File: config.mk
export PLATFORM = sky130hd
export DESIGN_NAME = w5300_bus_sequencer
export DESIGN_NICKNAME = d
export VERILOG_FILES = /design/src/rtl/w5300_bus_sequencer.sv
export SDC_FILE = /design/constraint.sdc
export NUM_CORES = 1
export LEC_CHECK = 0
export BUFFER_PORTS_ARGS = -buffer_cell sky130_fd_sc_hd__buf_4
export CORE_ASPECT_RATIO = 0.75
export CORE_UTILIZATION = 30
export CTS_CLUSTER_SIZE = 14
export DETAILED_ROUTE_END_ITERATION = 10
export GPL_TIMING_DRIVEN = 0
export PLACE_DENSITY = 0.51
export SYNTH_ARGS = -nofsm -noshare
export SYNTH_HDL_FRONTEND = slang
export SYNTH_SLANG_ARGS = --single-unit
File: constraint.sdc
create_clock -name clk -period 4.2 [get_ports clk]
set_input_delay 0.42 -clock clk [delete_from_list [all_inputs] [get_ports clk]]
set_output_delay 0.42 -clock clk [all_outputs]
set_load 0.02 [all_outputs]
File: src/rtl/w5300_bus_sequencer.sv
// -----------------------------------------------------------------------------
// w5300_bus_sequencer
//
// Sequences every QL 68008 bus cycle aimed at the W5300 expansion card. It
// produces timed W5300 chip-select/read/write strobes and returns DTACK only
// once the strobe timing has elapsed. It also owns the W5300 hardware reset,
// which runs at power-up and again after a write to the card's reset register.
//
// Ports:
//   clk       system clock
//   rst       asynchronous active-high reset (forces the power-up sequence)
//   asl       68008 address strobe, active low, asynchronous
//   dsl       68008 data strobe, active low, asynchronous
//   rdwl      68008 read/write (1 = read), asynchronous
//   card_sel  decoded card address (any card register)
//   wiz_sel   decoded W5300 data window
//   rst_sel   decoded reset register
//   dtackl    DTACK to the 68008, active low
//   dbenl     data buffer enable, active low
//   dbdir     data buffer direction (1 = card to CPU)
//   wizcsl    W5300 chip select, active low
//   wizrdl    W5300 read strobe, active low
//   wizwrl    W5300 write strobe, active low
//   wizrstl   W5300 reset, active low
//   busy      high while a reset sequence is in progress
// -----------------------------------------------------------------------------
module w5300_bus_sequencer #(
  parameter int unsigned SETUP_CYC    = 1,
  parameter int unsigned STROBE_CYC   = 3,
  parameter int unsigned RECOVER_CYC  = 1,
  parameter int unsigned RST_CYC      = 16,
  parameter int unsigned RST_WAIT_CYC = 64,
  parameter int unsigned CW           = 16
) (
  input  logic clk,
  input  logic rst,
  input  logic asl,
  input  logic dsl,
  input  logic rdwl,
  input  logic card_sel,
  input  logic wiz_sel,
  input  logic rst_sel,
  output logic dtackl,
  output logic dbenl,
  output logic dbdir,
  output logic wizcsl,
  output logic wizrdl,
  output logic wizwrl,
  output logic wizrstl,
  output logic busy
);

  localparam logic [CW-1:0] SETUP_LAST    = CW'(SETUP_CYC - 1);
  localparam logic [CW-1:0] STROBE_LAST   = CW'(STROBE_CYC - 1);
  localparam logic [CW-1:0] RECOVER_LAST  = CW'(RECOVER_CYC - 1);
  localparam logic [CW-1:0] RST_LAST      = CW'(RST_CYC - 1);
  localparam logic [CW-1:0] RST_WAIT_LAST = CW'(RST_WAIT_CYC - 1);

  typedef enum logic [2:0] {
    S_RST_PULSE,
    S_RST_WAIT,
    S_IDLE,
    S_SETUP,
    S_STROBE,
    S_ACK,
    S_REG_ACK,
    S_RECOVER
  } state_t;

  state_t          r_state;
  logic [CW-1:0]   r_cnt;
  logic            r_as_m, r_as_s;
  logic            r_ds_m, r_ds_s;
  logic            r_rw_m, r_rw_s;
  logic            r_dir;
  logic            r_rsel;
  logic            r_dtackl;
  logic            r_dbenl;
  logic            r_csl;
  logic            r_rdl;
  logic            r_wrl;
  logic            r_rstl;
  logic            r_busy;
  logic            w_start;

  assign w_start = !r_as_s && !r_ds_s && card_sel;

  assign dtackl  = r_dtackl;
  assign dbenl   = r_dbenl;
  assign dbdir   = r_dir;
  assign wizcsl  = r_csl;
  assign wizrdl  = r_rdl;
  assign wizwrl  = r_wrl;
  assign wizrstl = r_rstl;
  assign busy    = r_busy;

  always_ff @(posedge clk or posedge rst) begin
    if (rst) begin
      r_as_m   <= 1'b1;
      r_as_s   <= 1'b1;
      r_ds_m   <= 1'b1;
      r_ds_s   <= 1'b1;
      r_rw_m   <= 1'b1;
      r_rw_s   <= 1'b1;
      r_state  <= S_RST_PULSE;
      r_cnt    <= '0;
      r_dir    <= 1'b1;
      r_rsel   <= 1'b0;
      r_dtackl <= 1'b1;
      r_dbenl  <= 1'b1;
      r_csl    <= 1'b1;
      r_rdl    <= 1'b1;
      r_wrl    <= 1'b1;
      r_rstl   <= 1'b0;
      r_busy   <= 1'b1;
    end else begin
      r_as_m <= asl;
      r_as_s <= r_as_m;
      r_ds_m <= dsl;
      r_ds_s <= r_ds_m;
      r_rw_m <= rdwl;
      r_rw_s <= r_rw_m;

      // Saturating count; every state transition below overrides this with '0.
      if (r_cnt != '1) r_cnt <= r_cnt + 1'b1;

      case (r_state)
        S_RST_PULSE: begin
          if (r_cnt == RST_LAST) begin
            r_state <= S_RST_WAIT;
            r_cnt   <= '0;
            r_rstl  <= 1'b1;
          end
        end

        S_RST_WAIT: begin
          if (r_cnt == RST_WAIT_LAST) begin
            r_state <= S_IDLE;
            r_cnt   <= '0;
            r_busy  <= 1'b0;
          end
        end

        S_IDLE: begin
          r_cnt <= '0;
          if (w_start) begin
            r_dir  <= r_rw_s;
            r_rsel <= rst_sel;
            if (wiz_sel) begin
              r_state <= S_SETUP;
              r_csl   <= 1'b0;
              r_dbenl <= 1'b0;
            end else begin
              r_state  <= S_REG_ACK;
              r_dtackl <= 1'b0;
            end
          end
        end

        S_SETUP: begin
          if (r_ds_s) begin
            r_state <= S_RECOVER;
            r_cnt   <= '0;
            r_dbenl <= 1'b1;
            r_csl   <= 1'b1;
            r_rdl   <= 1'b1;
            r_wrl   <= 1'b1;
          end else if (r_cnt == SETUP_LAST) begin
            r_state <= S_STROBE;
            r_cnt   <= '0;
            if (r_dir) r_rdl <= 1'b0;
            else       r_wrl <= 1'b0;
          end
        end

        S_STROBE: begin
          // A released data strobe wins over strobe completion: DTACK must
          // never be returned to a cycle the CPU has already abandoned.
          if (r_ds_s) begin
            r_state <= S_RECOVER;
            r_cnt   <= '0;
            r_dbenl <= 1'b1;
            r_csl   <= 1'b1;
            r_rdl   <= 1'b1;
            r_wrl   <= 1'b1;
          end else if (r_cnt == STROBE_LAST) begin
            r_state  <= S_ACK;
            r_cnt    <= '0;
            r_dtackl <= 1'b0;
            r_wrl    <= 1'b1;
          end
        end

        S_ACK: begin
          if (r_ds_s) begin
            r_state  <= S_RECOVER;
            r_cnt    <= '0;
            r_dtackl <= 1'b1;
            r_dbenl  <= 1'b1;
            r_csl    <= 1'b1;
            r_rdl    <= 1'b1;
            r_wrl    <= 1'b1;
          end else if (r_cnt == '0 && !r_dir) begin
            // Write: chip select held one cycle past the WR rising edge.
            r_csl <= 1'b1;
          end
        end

        S_REG_ACK: begin
          if (r_ds_s) begin
            r_dtackl <= 1'b1;
            r_cnt    <= '0;
            if (r_rsel && !r_dir) begin
              r_state <= S_RST_PULSE;
              r_rstl  <= 1'b0;
              r_busy  <= 1'b1;
            end else begin
              r_state <= S_RECOVER;
            end
          end
        end

        S_RECOVER: begin
          if (r_cnt == RECOVER_LAST) begin
            r_state <= S_IDLE;
            r_cnt   <= '0;
          end
        end

        default: begin
          r_state <= S_RECOVER;
          r_cnt   <= '0;
        end
      endcase
    end
  end

endmodule

==> results.md <==
- Fillcell total: 589
- Yosys warns: 0
- Detail Route Antenna Nets: 0
- Worst endpoint required time: 4380 ps
- Final core utilization: 37.5%
- DRC viols: 0
- Via count: 1591
- Maximum vdd drop: 175 µV
- Fin crit share: 65.7%
- Part of the power in registers: 35.2%
- Share of cells above drive strength 1: 21.9%
- Commonest non-fill, non-tap cell in the layout: nor2_1
- Pint: 0.794 mW
- P per Cell Area: 601 mW/mm²
- Status: complete, no violations
- GPL Wtd Cong: 0.854
- Commonest cells after routing, fill and taps aside: nor2_1 (29), nand2_1 (21), dfrtp_1 (21)
- Starting Density: 32.0%
- Final min period: 2760 ps
- Setup tns final: 0 ps
- Count of state elements after synthesis: 34
- Net Sw Frac: 41.0%
- Routed wire length: 4.39 mm
- Unrepaired setup endpoints after global routing: no
- Synth Area in Simple Gates: 28.1%
- P_sw: 0.551 mW
- Starting DRC count in detailed routing: 120
- Largest net degree at the start of global routing: 20
- Routed length on met1: 2.48 mm
- Setup-failing EPs final: 0
- Post-cts sizing count: 0
- Clk_lat worst skew: 290 ps
- WP buf/inv: 1
- Core Footprint: 0.00598 mm²
- Leakage: 0.916 nW
- XOR/XNOR Fraction of Synth Area: 5.50%
- Largest family of logic cells by synthesized area: simple AND/OR/NAND/NOR gates
- Max cap viols: 0
- Top-Level Pins: 16
- Total GRT Usage: 14.8%
- Critical Path End Type: register
- Post-CTS Hold Buffers: 0
- Cells along the critical path: or4_4, nor4_1, o22ai_1, nor4_4, buf_2, nor2_1
- Number of global-route vias before repair: 1466
- Antenna violations before repair: 0
- Clock share of power: 19.1%
- Antenna Cells: 0
- Netlist cell types: 49
- Highest routed layer: met4
- Total Nets Final: 243
- Syn_area_per_cell: 9.14 µm²
- Post-synthesis cell count: 209
- Post-synthesis sequential area ratio: 45.4%
- Gr ovfl total: 0
- Async S/R FF share, synth: 100%
- Met2 wire length: 1.65 mm
- Setup repair bufs after CTS: 0
- CP max FO: 10
- Critical Path Source: r_cnt[9]
- Skew final: 12.7 ps
- Slew margin rel.: 9.88%
- Root Buffer: clkbuf_8
- Hpwl dp: 3.23 mm
- Die area: 0.00670 mm²
- Maximum root-to-sink buffer count: 2
- Mapped Nets: 220
- Die Wd: 94.2 µm
- Logic gate share of total power: 45.7%
- PortBufs: 15
- CTS tree: yes
- Sequential cell area: 867 µm²
- Final Hold Fails: 0
- Synthesized cell area: 0.00191 mm²
- Multiplexer share of the synthesized area: 2.82%
- Clock sinks: 34
- Least-Margin Pin Slew: 1340 ps
- Syn-to-layout area delta: 17.2%
- Worst-path clk slew: 80 ps
- Die Y: 71.1 µm
- Main flop type after synthesis: dfrtp_1
- Slowest-stage cell, CP: or4_4
- H-tree levels: 2
- Routed wl met3: 176 µm
- Post-synth EDFFs: 0
- Setup CP Type: register to register
- Worst min path class: input port to async pin
- Count of pins over their slew limit: 0
- Worst R2R Path Depth: 6
- Power, Total: 1.35 mW
- DR pass1 iterations: 4
- TritonCTS buffer count: 5
- Post-synthesis adder-cell area fraction: 1.96%
- DR vias/cell: 5.12
- Std-Cell Rows: 24
- Crit-path leading delay family: simple AND/OR/NAND/NOR gates
- Multi-input gate area: 977 µm²
- Peak Freq: 363 MHz
- Reg-to-Reg Start: r_cnt[9]
- Crit path arrival time: 2940 ps
- First-pass GRT wire length: 7.50 mm
- Compound-Gate Fraction of Synth Area: 12.8%
- WL per Instance: 14.1 µm
- CP Launch Type: register
- Worst reg-to-reg setup slack: 1440 ps
- Slowest stage delay, CP: 610 ps
- R2r endpoint: r_cnt[8]
-- kinds of logic after synthesis --
group / Yosys count
fa+ha+maj: 3
buf+inv: 17
compound gates: 38
simple gates: 100
xor+xnor: 12
flops: 34
mux: 5
-- sequential cells by signal, indices dropped and copies added (netlist names) --
signal   flops
dbenl        1
r_as_m       1
r_as_s       1
dtackl       1
r_rw_m       1
r_ds_s       1
wizrdl       1
wizcsl       1
busy         1
r_rw_s       1
r_rsel       1
wizwrl       1
dbdir        1
wizrstl      1
r_cnt       16
r_state      3
r_ds_m       1
-- metal layers --
| layer | up-vias | global-route usage, % |
|---|---|---|
| met5 | - | 0 |
| met4 | 0 | 5.81 |
| met3 | 10 | 3.33 |
| met2 | 42 | 18.6 |
| met1 | 746 | 23.7 |
| li1 | 793 | - |
-- through the flow --
stage | setup slack (ps) | hold slack, ps | cells | instance area [µm²]
3_3_place_gp | 1410 | 346 | 302 | 2120
3_5_place_dp | 1410 | 347 | 303 | 2150
6_report | 1440 | 232 | 311 | 2240
4_1_cts | 1400 | 225 | 311 | 2240
5_1_grt | 1200 | 221 | 311 | 2240
2_1_floorplan | 1880 | 345 | 209 | 1910
-- worst reg2reg max path, stage by stage, from the launching register on --
cell and delay, ps:
dfrtp_1 440, or4_4 610, nor4_1 510, o22ai_1 190, nor4_4 470, buf_2 340, nor2_1 80
-- power groups by stage --
stage	Combinational, mW	Clock [mW]	Sequential [mW]
floorplan	0.406	0	0.506
global placement	0.609	0	0.477
detailed placement	0.617	0	0.479
CTS	0.620	0.267	0.474
global route	0.683	0.280	0.483
finish	0.615	0.257	0.473
-- cells in the mapped netlist, types with 2 or more instances --
cell type | number | area share, %
mux2_2 | 3 | 1.8
nor4_1 | 2 | 0.65
and3_1 | 2 | 0.65
ha_1 | 3 | 2.0
xnor2_1 | 6 | 2.8
xor2_1 | 6 | 2.8
buf_2 | 2 | 0.52
mux2i_1 | 2 | 1.0
nand3_1 | 12 | 3.1
nand4_1 | 6 | 2.0
or4_4 | 3 | 1.8
nand2_1 | 21 | 4.1
dfrtp_1 | 21 | 28
a211oi_1 | 3 | 1.2
o21ai_1 | 2 | 0.52
a21oi_1 | 10 | 2.6
o22ai_1 | 4 | 1.3
dfstp_2 | 13 | 18
o21ai_0 | 6 | 1.6
nor4_4 | 2 | 2.2
clkbuf_1 | 7 | 1.4
or3_1 | 2 | 0.65
nor2_1 | 29 | 5.7
inv_1 | 8 | 1.6
nor2b_1 | 3 | 0.98
nand2b_1 | 4 | 1.3
nor3_1 | 5 | 1.3
-- cell type report --
cell class / instances / share of cell area [%]
repair buffers: 16 / 6.26
flip-flops and latches: 34 / 38.7
inverters: 8 / 1.34
clock buffers: 7 / 3.85
well taps: 78 / 4.36
multi-input cells: 158 / 43.6
plain buffers: 9 / 1.62
clock inverters: 1 / 0.223
-- worst max path at each step --
stage	end	slack, ps	cells after the start
after floorplan	r_cnt[0]	1880	6
after global placement	r_cnt[10]	1410	6
after detailed placement	r_cnt[8]	1410	6
after CTS	r_cnt[8]	1400	6
after global routing	r_cnt[9]	1200	6
final	r_cnt[8]	1440	6
Power figures use the tool's default switching activity.
